$ cat config.mk
export PLATFORM = sky130hd
export DESIGN_NAME = multimult_dot_sched_flat
export DESIGN_NICKNAME = d
export VERILOG_FILES = /design/src/rtl/multimult_dot_sched_if.sv /design/src/rtl/multimult_dot_sched.sv /design/src/flat_wrapper.sv
export SDC_FILE = /design/constraint.sdc
export NUM_CORES = 1
export LEC_CHECK = 0
export BUFFER_PORTS_ARGS = -buffer_cell sky130_fd_sc_hd__buf_2
export CORE_MARGIN = 2
export CORE_UTILIZATION = 55
export CTS_CLUSTER_DIAMETER = 200
export DETAILED_ROUTE_END_ITERATION = 10
export GPL_ROUTABILITY_DRIVEN = 0
export GPL_TIMING_DRIVEN = 0
export PLACE_DENSITY_LB_ADDON = 0.15
export SYNTH_ARGS = -nofsm -noshare
export SYNTH_HDL_FRONTEND = slang
export SYNTH_SLANG_ARGS = --single-unit
$ cat constraint.sdc
create_clock -name CLK -period 6.5 [get_ports CLK]
set_input_delay 1.625 -clock CLK [delete_from_list [all_inputs] [get_ports CLK]]
set_output_delay 1.625 -clock CLK [all_outputs]
set_load 0.05 [all_outputs]
$ cat src/rtl/multimult_dot_sched_if.sv
// Stream bundle for multimult_dot_sched: operand-pair input and dot-product
// result output. The slave modport is the scheduler's view, master is the
// requester/consumer's view.
interface multimult_dot_sched_if #(
  parameter int ACC_W = 32
) ();

  logic             s_valid;
  logic             s_ready;
  logic [4:0]       s_a;
  logic [4:0]       s_b;
  logic             s_last;

  logic             m_valid;
  logic             m_ready;
  logic [ACC_W-1:0] m_data;

  modport slave (
    input  s_valid, s_a, s_b, s_last, m_ready,
    output s_ready, m_valid, m_data
  );

  modport master (
    output s_valid, s_a, s_b, s_last, m_ready,
    input  s_ready, m_valid, m_data
  );

endinterface

$ cat src/rtl/multimult_dot_sched.sv
// multimult_dot_sched: packs up to 12 signed operand pairs into the 54-bit
// A/B vectors of a MULT54X54 multi-multiplier (even lanes 5-bit, odd lanes
// 4-bit), issues them, folds the four group sums into an accumulator and
// emits one signed dot product per s_last-terminated vector.
// Optional feature: define MULTIMULT_SCHED_STATS_EN to add the 16-bit
// batch_cnt output counting issued batches.
module multimult_dot_sched #(
  parameter int MULT_LAT = 1,
  parameter int ACC_W    = 32
) (
  input  logic                         CLK,
  input  logic                         RST,
  multimult_dot_sched_if.slave         bus,
  output logic [53:0]                  MA,
  output logic [53:0]                  MB,
  input  logic [44:0]                  MY,
`ifdef MULTIMULT_SCHED_STATS_EN
  output logic [15:0]                  batch_cnt,
`endif
  output logic                         ovf_err
);

  typedef enum logic [2:0] {
    FILL,
    ISSUE,
    WAIT,
    ACCUM,
    OUT
  } state_t;

  localparam int          CW        = (MULT_LAT > 1) ? $clog2(MULT_LAT) : 1;
  localparam logic [CW-1:0] WAIT_LAST = (MULT_LAT == 0) ? '0 : CW'(MULT_LAT - 1);

  state_t           state;
  state_t           state_next;

  logic [3:0]       idx;
  logic [53:0]      pack_a;
  logic [53:0]      pack_b;
  logic [53:0]      fill_a;
  logic [53:0]      fill_b;
  logic             lane_ovf;
  logic             batch_last;
  logic [CW-1:0]    wait_cnt;
  logic [ACC_W-1:0] acc;
  logic [ACC_W-1:0] acc_sum;
  logic [ACC_W-1:0] m_data_q;
  logic             s_ready_q;
  logic             m_valid_q;
  logic             accept;
  logic             issue_go;

  assign bus.s_ready = s_ready_q;
  assign bus.m_valid = m_valid_q;
  assign bus.m_data  = m_data_q;

  // s_ready_q mirrors (state == FILL), so acceptance never depends on s_valid
  // feeding back into s_ready.
  assign accept   = s_ready_q && bus.s_valid;
  assign issue_go = accept && ((idx == 4'd11) || bus.s_last);

  // Lane write: the current pair merged into lane idx. Odd lanes keep only
  // the low four bits, so anything outside -8..7 is flagged as overflow.
  always_comb begin
    fill_a   = pack_a;
    fill_b   = pack_b;
    lane_ovf = 1'b0;
    for (int k = 0; k < 12; k++) begin
      if (idx == 4'(k)) begin
        if ((k % 2) == 0) begin
          fill_a[9*(k/2) +: 5] = bus.s_a;
          fill_b[9*(k/2) +: 5] = bus.s_b;
        end else begin
          fill_a[9*(k/2)+5 +: 4] = bus.s_a[3:0];
          fill_b[9*(k/2)+5 +: 4] = bus.s_b[3:0];
          lane_ovf = (bus.s_a[4] != bus.s_a[3]) || (bus.s_b[4] != bus.s_b[3]);
        end
      end
    end
  end

  // Fold the four sign-extended group sums into the running accumulator;
  // overflow simply wraps at ACC_W bits.
  always_comb begin
    acc_sum = acc
            + {{(ACC_W-12){MY[11]}}, MY[11:0]}
            + {{(ACC_W-12){MY[23]}}, MY[23:12]}
            + {{(ACC_W-12){MY[35]}}, MY[35:24]}
            + {{(ACC_W-9){MY[44]}},  MY[44:36]};
  end

  // State register.
  always_ff @(posedge CLK) begin
    if (RST) begin
      state <= FILL;
    end else begin
      state <= state_next;
    end
  end

  // Next-state decode for the fill / issue / wait / accumulate / output loop.
  always_comb begin
    state_next = state;
    case (state)
      FILL:    if (issue_go) state_next = ISSUE;
      ISSUE:   state_next = (MULT_LAT == 0) ? ACCUM : WAIT;
      WAIT:    if (wait_cnt == WAIT_LAST) state_next = ACCUM;
      ACCUM:   state_next = batch_last ? OUT : FILL;
      OUT:     if (bus.m_ready) state_next = FILL;
      default: state_next = FILL;
    endcase
  end

  // Datapath: lane packing, multiplier operand registers, latency counter,
  // accumulator, result register and registered handshake flags.
  always_ff @(posedge CLK) begin
    if (RST) begin
      idx        <= '0;
      pack_a     <= '0;
      pack_b     <= '0;
      MA         <= '0;
      MB         <= '0;
      batch_last <= 1'b0;
      wait_cnt   <= '0;
      acc        <= '0;
      m_data_q   <= '0;
      s_ready_q  <= 1'b1;
      m_valid_q  <= 1'b0;
      ovf_err    <= 1'b0;
    end else begin
      s_ready_q <= (state_next == FILL);
      m_valid_q <= (state_next == OUT);
      case (state)
        FILL: begin
          if (accept) begin
            pack_a <= fill_a;
            pack_b <= fill_b;
            if (lane_ovf) ovf_err <= 1'b1;
            if (issue_go) begin
              idx        <= '0;
              batch_last <= bus.s_last;
              MA         <= fill_a;
              MB         <= fill_b;
            end else begin
              idx <= idx + 4'd1;
            end
          end
        end
        ISSUE: begin
          wait_cnt <= '0;
        end
        WAIT: begin
          wait_cnt <= wait_cnt + CW'(1);
        end
        ACCUM: begin
          if (batch_last) begin
            m_data_q <= acc_sum;
            acc      <= '0;
          end else begin
            acc    <= acc_sum;
            pack_a <= '0;
            pack_b <= '0;
            MA     <= '0;
            MB     <= '0;
          end
        end
        OUT: begin
          if (bus.m_ready) begin
            batch_last <= 1'b0;
            pack_a     <= '0;
            pack_b     <= '0;
            MA         <= '0;
            MB         <= '0;
          end
        end
        default: ;
      endcase
    end
  end

`ifdef MULTIMULT_SCHED_STATS_EN
  // Batch counter: one tick per ISSUE, free-running wrap at 16 bits.
  always_ff @(posedge CLK) begin
    if (RST) begin
      batch_cnt <= '0;
    end else if (state == ISSUE) begin
      batch_cnt <= batch_cnt + 16'd1;
    end
  end
`endif

endmodule

$ cat src/flat_wrapper.sv
// flat-port wrapper written by rule: the top's interface ports become plain ports
module multimult_dot_sched_flat 
#(
  parameter int MULT_LAT = 1,
  parameter int ACC_W    = 32
)
  (CLK, RST, MA, MB, MY, ovf_err, bus_s_valid, bus_s_a, bus_s_b, bus_s_last, bus_m_ready, bus_s_ready, bus_m_valid, bus_m_data);
  multimult_dot_sched_if #(.ACC_W(ACC_W)) bus_i ();
  input  logic CLK;
  input  logic RST;
  output logic [53:0] MA;
  output logic [53:0] MB;
  input  logic [44:0] MY;
  output logic ovf_err;
  input wire logic [$bits(bus_i.s_valid)-1:0] bus_s_valid;
  input wire logic [$bits(bus_i.s_a)-1:0] bus_s_a;
  input wire logic [$bits(bus_i.s_b)-1:0] bus_s_b;
  input wire logic [$bits(bus_i.s_last)-1:0] bus_s_last;
  input wire logic [$bits(bus_i.m_ready)-1:0] bus_m_ready;
  output wire logic [$bits(bus_i.s_ready)-1:0] bus_s_ready;
  output wire logic [$bits(bus_i.m_valid)-1:0] bus_m_valid;
  output wire logic [$bits(bus_i.m_data)-1:0] bus_m_data;
  assign bus_i.s_valid = bus_s_valid;
  assign bus_i.s_a = bus_s_a;
  assign bus_i.s_b = bus_s_b;
  assign bus_i.s_last = bus_s_last;
  assign bus_i.m_ready = bus_m_ready;
  assign bus_s_ready = bus_i.s_ready;
  assign bus_m_valid = bus_i.m_valid;
  assign bus_m_data = bus_i.m_data;
  multimult_dot_sched #(.MULT_LAT(MULT_LAT), .ACC_W(ACC_W)) u_core (.CLK(CLK), .RST(RST), .bus(bus_i), .MA(MA), .MB(MB), .MY(MY), .ovf_err(ovf_err));
endmodule
==> flow_metrics.tcl, run 1 <==
set metrics [dict create \
    grt_pass1_vias 13370 \
    avgRoutedWirePerCell_um 16.70 \
    crit_type "primary input to register" \
    hold_buffers 0 \
    synthTopCellsByArea "dfxtp_1, a21oi_1, nor2_1" \
    layout-drive-gt1-share 0.1210 \
    clk_path_buf_depth 3 \
    drt-total-wl_mm 42.92 \
    cp_top_family "adder cells" \
    postLayoutCoreUtil 0.6571 \
    syn_to_final_growth_pct 16.85 \
    outcome "complete, no violations" \
    finClkSkew_ns 0.02296 \
    overflow 0 \
    cp_max_fo 19 \
    tightest_slew_ns 1.040 \
    finalMaxSlewViolations 0 \
    slowest_delay_ns 0.77 \
    crit_top_cell "inv_1" \
    drtIter0Drc 1500 \
    clk-insertion-delay-late_ns 0.58 \
    hold_viol 0 \
    synth_edf_count 0 \
    crit_path_top_delay_cell "inv_1" \
    vias 14450 \
    dpl.hpwl_mm 30.42 \
    ir_drop_mv 0.3044 \
    post-cts-setup-buffer-count 0 \
    start_util 0.5623 \
    cp_cell_sequence "buf_2 > inv_1 > fa_1 > inv_1 > fa_1 > inv_1 > fa_1 > inv_1 > ha_1 > and2_1 > nor2_1 > o21ai_0 > o31ai_1 > o21ai_0 > a2111oi_2 > xor2_1 > o21ai_0" \
    synth_most_common_cell "nor2_1" \
    worst_hold_path_type "register to register" \
    syn_inst 1980 \
    nNetsFinal 2363 \
    max_freq_mhz 161.5 \
    yosysUniqueCellTypes 53 \
    dieArea_mm2 0.02812 \
    grt_pass1_wl_mm 68.39 \
    dp_cells 2514 \
    endpoint_kind "register" \
    drv_cap 0 \
    synthArstFlopShare 0 \
    avgSynthCellArea_um2 7.443 \
    drtAntennaViolNets 0 \
    synth.top_cell.area_share 0.3967 \
    cp.required_ns 6.93 \
    htree_levels 1 \
    timing.final.crit_share 0.9526 \
    netlist_area_mm2 0.01474 \
    cts.clk_slew.worst_paths_ns 0.06 \
    power_leakage_nw 7.590 \
    clock_sinks 292 \
    cts_tree "built" \
    yosys-top-cells-count "nor2_1, dfxtp_1, a21oi_1" \
    synth_flop_cell "dfxtp_1" \
    ys_warn_count 0 \
    dr.pass1.iters 6 \
    final-instance-count-excl-fill 2570 \
    grt_usage 0.2987 \
    arrival_ns 6.63 \
    die-height_um 167.7 \
    ios 203 \
    min_period_ns 6.192 \
    finalSetupViolCount 0 \
    core-area_mm2 0.02621 \
    powerDensity_mw_per_mm2 422.2 \
    num_rows 59 \
    grt_max_degree 20 \
    root_buffer "clkbuf_16" \
    antenna_found_initial 2 \
    slew_headroom 0.3058 \
    ys_seq_area_frac 0.3967 \
    synth_seq_cells 292 \
    startpoint_type "primary input" \
    yosys.area.top_type "dfxtp_1" \
    synth_nets 2132 \
    cts_buffers 30 \
    port_buffers 199 \
    die_w_um 167.7 \
    cp_num_buf_inv 5 \
    rsz0062_at_grt "false" \
    drc_errors 0 \
    via_per_inst 5.621 \
]
==> cells in the final DEF, fill, tap and decap left out, types with 4 or more instances in the layout <==
cell	synthesis	layout
clkbuf_8	0	7
a22oi_1	8	8
buf_2	11	210
nand2_1	275	275
a21o_1	6	6
o21ai_0	132	132
a21oi_1	289	289
and2_1	9	9
or4_1	4	4
clkbuf_16	0	30
bufinv_16	0	4
clkbuf_1	104	107
nor2b_1	9	9
xnor2_1	19	19
dfxtp_1	292	292
ha_1	37	37
fa_1	55	55
o211ai_1	5	5
nor3_1	12	12
inv_1	175	174
a31oi_1	7	7
xor2_1	14	14
buf_1	11	11
and3_1	8	8
o21a_1	4	4
nand3_1	86	86
nand4_1	7	7
nor2_1	337	337
clkinv_2	0	5
a22o_1	19	19
a211oi_1	4	4
==> logic make-up (layout without fill, tap and decap cells) <==
group	Yosys count	count (layout)	share of synthesized area
xor gates and xnor gates	33	33	0.01961
other	0	3	0
and+or+nand+nor	762	762	0.2129
buffers and inverters	304	556	0.07989
DFF	292	292	0.3967
adders and majority gates	92	92	0.1061
muxes	1	1	0.0006793
AOI/OAI and AO/OA	496	496	0.1841
==> routing by layer <==
layer  GRT usage  wire length, um
met3     0.05058             4158
met4      0.1104             1449
met1      0.4179            18360
met2      0.4667            18950
met5           0                0
==> worst register-to-register path: stages (launching register included) <==
cell	delay, ns
dfxtp_1	0.32
inv_1	0.05
fa_1	0.44
inv_1	0.08
ha_1	0.16
inv_1	0.05
fa_1	0.40
nor2b_1	0.19
o2111ai_1	0.16
a21oi_1	0.32
o21ai_0	0.28
o21ai_1	0.47
a22oi_1	0.24
or4_1	0.43
nand3_1	0.07
==> stage by stage <==
stage	TNS [ns]	hold WS (ns)	cell area, um2	total power (W)	setup WS [ns]
finish	0	0.4480	17220	0.007271	0.3082
global route	0	0.4718	17220	0.007696	0.06413
CTS	0	0.4521	17210	0.007249	0.3050
detailed placement	-0.5603	0.4416	16150	0.005406	-0.2067
global placement	-0.2335	0.4367	16150	0.005337	-0.09334
floorplan	0	0.4250	14740	0.004674	0.6659
==> where the power goes <==
part / switching (W) / internal, W
Combinational: 0.00220 / 0.000935
Sequential: 0.000180 / 0.00213
Clock: 0.000744 / 0.00109
==> sequential cells by signal, indices dropped and copies added, names as in the netlist <==
signal              count
u_core.MA              54
u_core.MB              54
u_core.pack_a          54
u_core.pack_b          54
u_core.acc             32
u_core.bus.m_data      32
u_core.idx              4
u_core.state            3
u_core.batch_last       1
u_core.bus.m_valid      1
u_core.bus.s_ready      1
u_core.ovf_err          1
u_core.wait_cnt         1
==> path summary, 6_finish.rpt <==
| kind | startpoint | endpoint | slack, ns | cells after the start |
|---|---|---|---|---|
| setup / recovery | MY[11] | u_core.acc[27] | 0.31 | 17 |
| hold / removal | u_core.bus.m_data[15] | u_core.bus.m_data[15] | 0.45 | 2 |
| hold reg to reg | u_core.bus.m_data[15] | u_core.bus.m_data[15] | 0.45 | 2 |
| setup reg to reg | u_core.acc[1] | u_core.bus.m_data[29] | 2.77 | 14 |
==> layout make-up <==
type                            instances  area [um2]
Clock inverter                         13       198.9
Multi-Input combinational cell       1384        7714
Clock buffer                           40       858.3
Sequential cell                       292        5846
Timing Repair Buffer                  199       996.0
Antenna cell                            3       7.507
Buffer                                129       520.5
Inverter                              175       660.6
Fill cell                            2299        8986
Tap cell                              335       419.2
==> what timing repair did <==
item,CTS,global route
endpoints found under the setup margin,0,3
resized for setup,0,1
endpoints found under the hold margin,0,0
Power figures use the tool's default switching activity.
==> inputs of run 2 (changes only) <==
==> constraint.sdc (replaced) <==
create_clock -name CLK -period 7.1 [get_ports CLK]
set_input_delay 1.775 -clock CLK [delete_from_list [all_inputs] [get_ports CLK]]
set_output_delay 1.775 -clock CLK [all_outputs]
set_load 0.05 [all_outputs]
==> run 2 against run 1 <==
  * First-iteration DRC count increased by 0.47%
  * Combinational power decreased by 8.3%
  * Clock skew increased by 0.0061 ns
  * Cell count about the same
  * Setup slack improved by 0.40 ns
==> flow_metrics.tcl, run 2 (synthesis results as in run 1) <==
set metrics [dict create \
    avgRoutedWirePerCell_um 16.75 \
    drt-total-wl_mm 43.02 \
    cp_cell_sequence "buf_2 > inv_1 > fa_1 > inv_1 > fa_1 > inv_1 > fa_1 > inv_1 > ha_1 > and2_1 > nor2_1 > o21ai_0 > o31ai_1 > o21ai_0 > a2111oi_2 > xor2_1 > o21ai_0" \
    num_rows 59 \
    overflow 0 \
    die-height_um 167.7 \
    final_cell_mix "nor2_1, dfxtp_1, a21oi_1" \
    syn_to_final_growth_pct 16.81 \
    finalSetupViolCount 0 \
    drtIter0Drc 1507 \
    nNetsFinal 2363 \
    drv_cap 0 \
    grt_pass1_vias 13370 \
    crit_top_cell "inv_1" \
    worst_hold_path_type "register to register" \
    slew_headroom 0.2217 \
    startpoint_type "primary input" \
    htree_levels 1 \
    grt_max_degree 20 \
    antenna_found_initial 2 \
    cts_tree "built" \
    dr.pass1.iters 6 \
    crit_start "MY[11]" \
    ir_drop_mv 0.2794 \
    slowest_delay_ns 0.86 \
    fillers 2300 \
    clk-insertion-delay-late_ns 0.58 \
    worstHoldStart "u_core.bus.m_data[15]" \
    die_w_um 167.7 \
    clock_sinks 292 \
    clk_path_buf_depth 3 \
    finalMaxSlewViolations 0 \
    postCtsResizedCells 0 \
    tightest_slew_ns 1.166 \
    port_buffers 199 \
    grt_usage 0.2987 \
    endpoint_kind "register" \
    cp_max_fo 18 \
    power_leakage_nw 7.595 \
    rsz0062_at_grt "false" \
    finClkSkew_ns 0.02909 \
    crit_type "primary input to register" \
    hold_buffers 0 \
    dpl.hpwl_mm 30.42 \
    crit_path_top_delay_cell "inv_1" \
    arrival_ns 6.82 \
    root_buffer "clkbuf_16" \
    min_period_ns 6.389 \
    max_freq_mhz 156.5 \
    drc_errors 0 \
    layout-drive-gt1-share 0.1205 \
    timing.final.crit_share 0.8999 \
    cp.required_ns 7.53 \
    grt_pass1_wl_mm 68.39 \
    start_util 0.5623 \
    core-area_mm2 0.02621 \
    r2r_start "u_core.acc[1]" \
    powerDensity_mw_per_mm2 386.7 \
    drtAntennaViolNets 0 \
    final_common_cell "nor2_1" \
    outcome "complete, no violations" \
    vias 14480 \
    postLayoutCoreUtil 0.6569 \
    dieArea_mm2 0.02812 \
    cts.clk_slew.worst_paths_ns 0.06 \
    hold_viol 0 \
    cts_buffers 30 \
    ios 203 \
    via_per_inst 5.638 \
    setup_tns_ns 0 \
    post-cts-setup-buffer-count 0 \
]
[run 2: cell type report]
class                           count  area [um2]  area share
Antenna cell                        2       5.005   0.0002907
Buffer                            129       520.5     0.03024
Clock buffer                       40       858.3     0.04986
Clock inverter                     13       198.9     0.01156
Inverter                          175       656.9     0.03816
Multi-Input combinational cell   1384        7714      0.4481
Sequential cell                   292        5846      0.3396
Tap cell                          335       419.2     0.02435
Timing Repair Buffer              199       996.0     0.05786
[run 2: metal layers]
metal | track usage | vias up | wire length [um]
li1 | - | 6921 | -
met1 | 0.4179 | 6771 | 18720
met2 | 0.4667 | 682 | 18810
met3 | 0.05058 | 110 | 3990
met4 | 0.1104 | 0 | 1497
met5 | 0 | - | 0
[run 2: path summary, 6_finish.rpt]
| path | end | slack (ns) | cells after the start |
|---|---|---|---|
| worst max-delay path | u_core.acc[27] | 0.71 | 17 |
| worst min-delay path | u_core.bus.m_data[15] | 0.45 | 2 |
| worst max register to register | u_core.bus.m_data[29] | 3.37 | 14 |
| worst min register to register | u_core.bus.m_data[15] | 0.45 | 2 |
[run 2: report_power, final]
part	internal [W]	switching (W)	total, W
Clock	0.000993	0.000681	0.00167
Sequential	0.00195	0.000165	0.00211
Combinational	0.000856	0.00201	0.00287
[run 2: critical path, delay by kind of cell]
family / cells / cell delay [ns]
compound gates: 5 / 1.52
buf+inv: 5 / 1.11
simple gates: 2 / 0.42
xor+xnor: 1 / 0.19
fa+ha+maj: 4 / 1.79
[run 2: per-stage QoR]
| stage | instance area [um2] | hold WS (ns) | total power (W) | worst slack [ns] | instances |
|---|---|---|---|---|---|
| 2_1_floorplan | 14740 | 0.4250 | 0.004279 | 1.116 | 1980 |
| 3_3_place_gp | 16150 | 0.4367 | 0.004886 | 0.3567 | 2514 |
| 3_5_place_dp | 16150 | 0.4416 | 0.004950 | 0.2433 | 2514 |
| 4_1_cts | 17210 | 0.4521 | 0.006636 | 0.7550 | 2567 |
| 5_1_grt | 17210 | 0.4718 | 0.007044 | 0.3330 | 2569 |
| 6_report | 17210 | 0.4481 | 0.006657 | 0.7110 | 2569 |
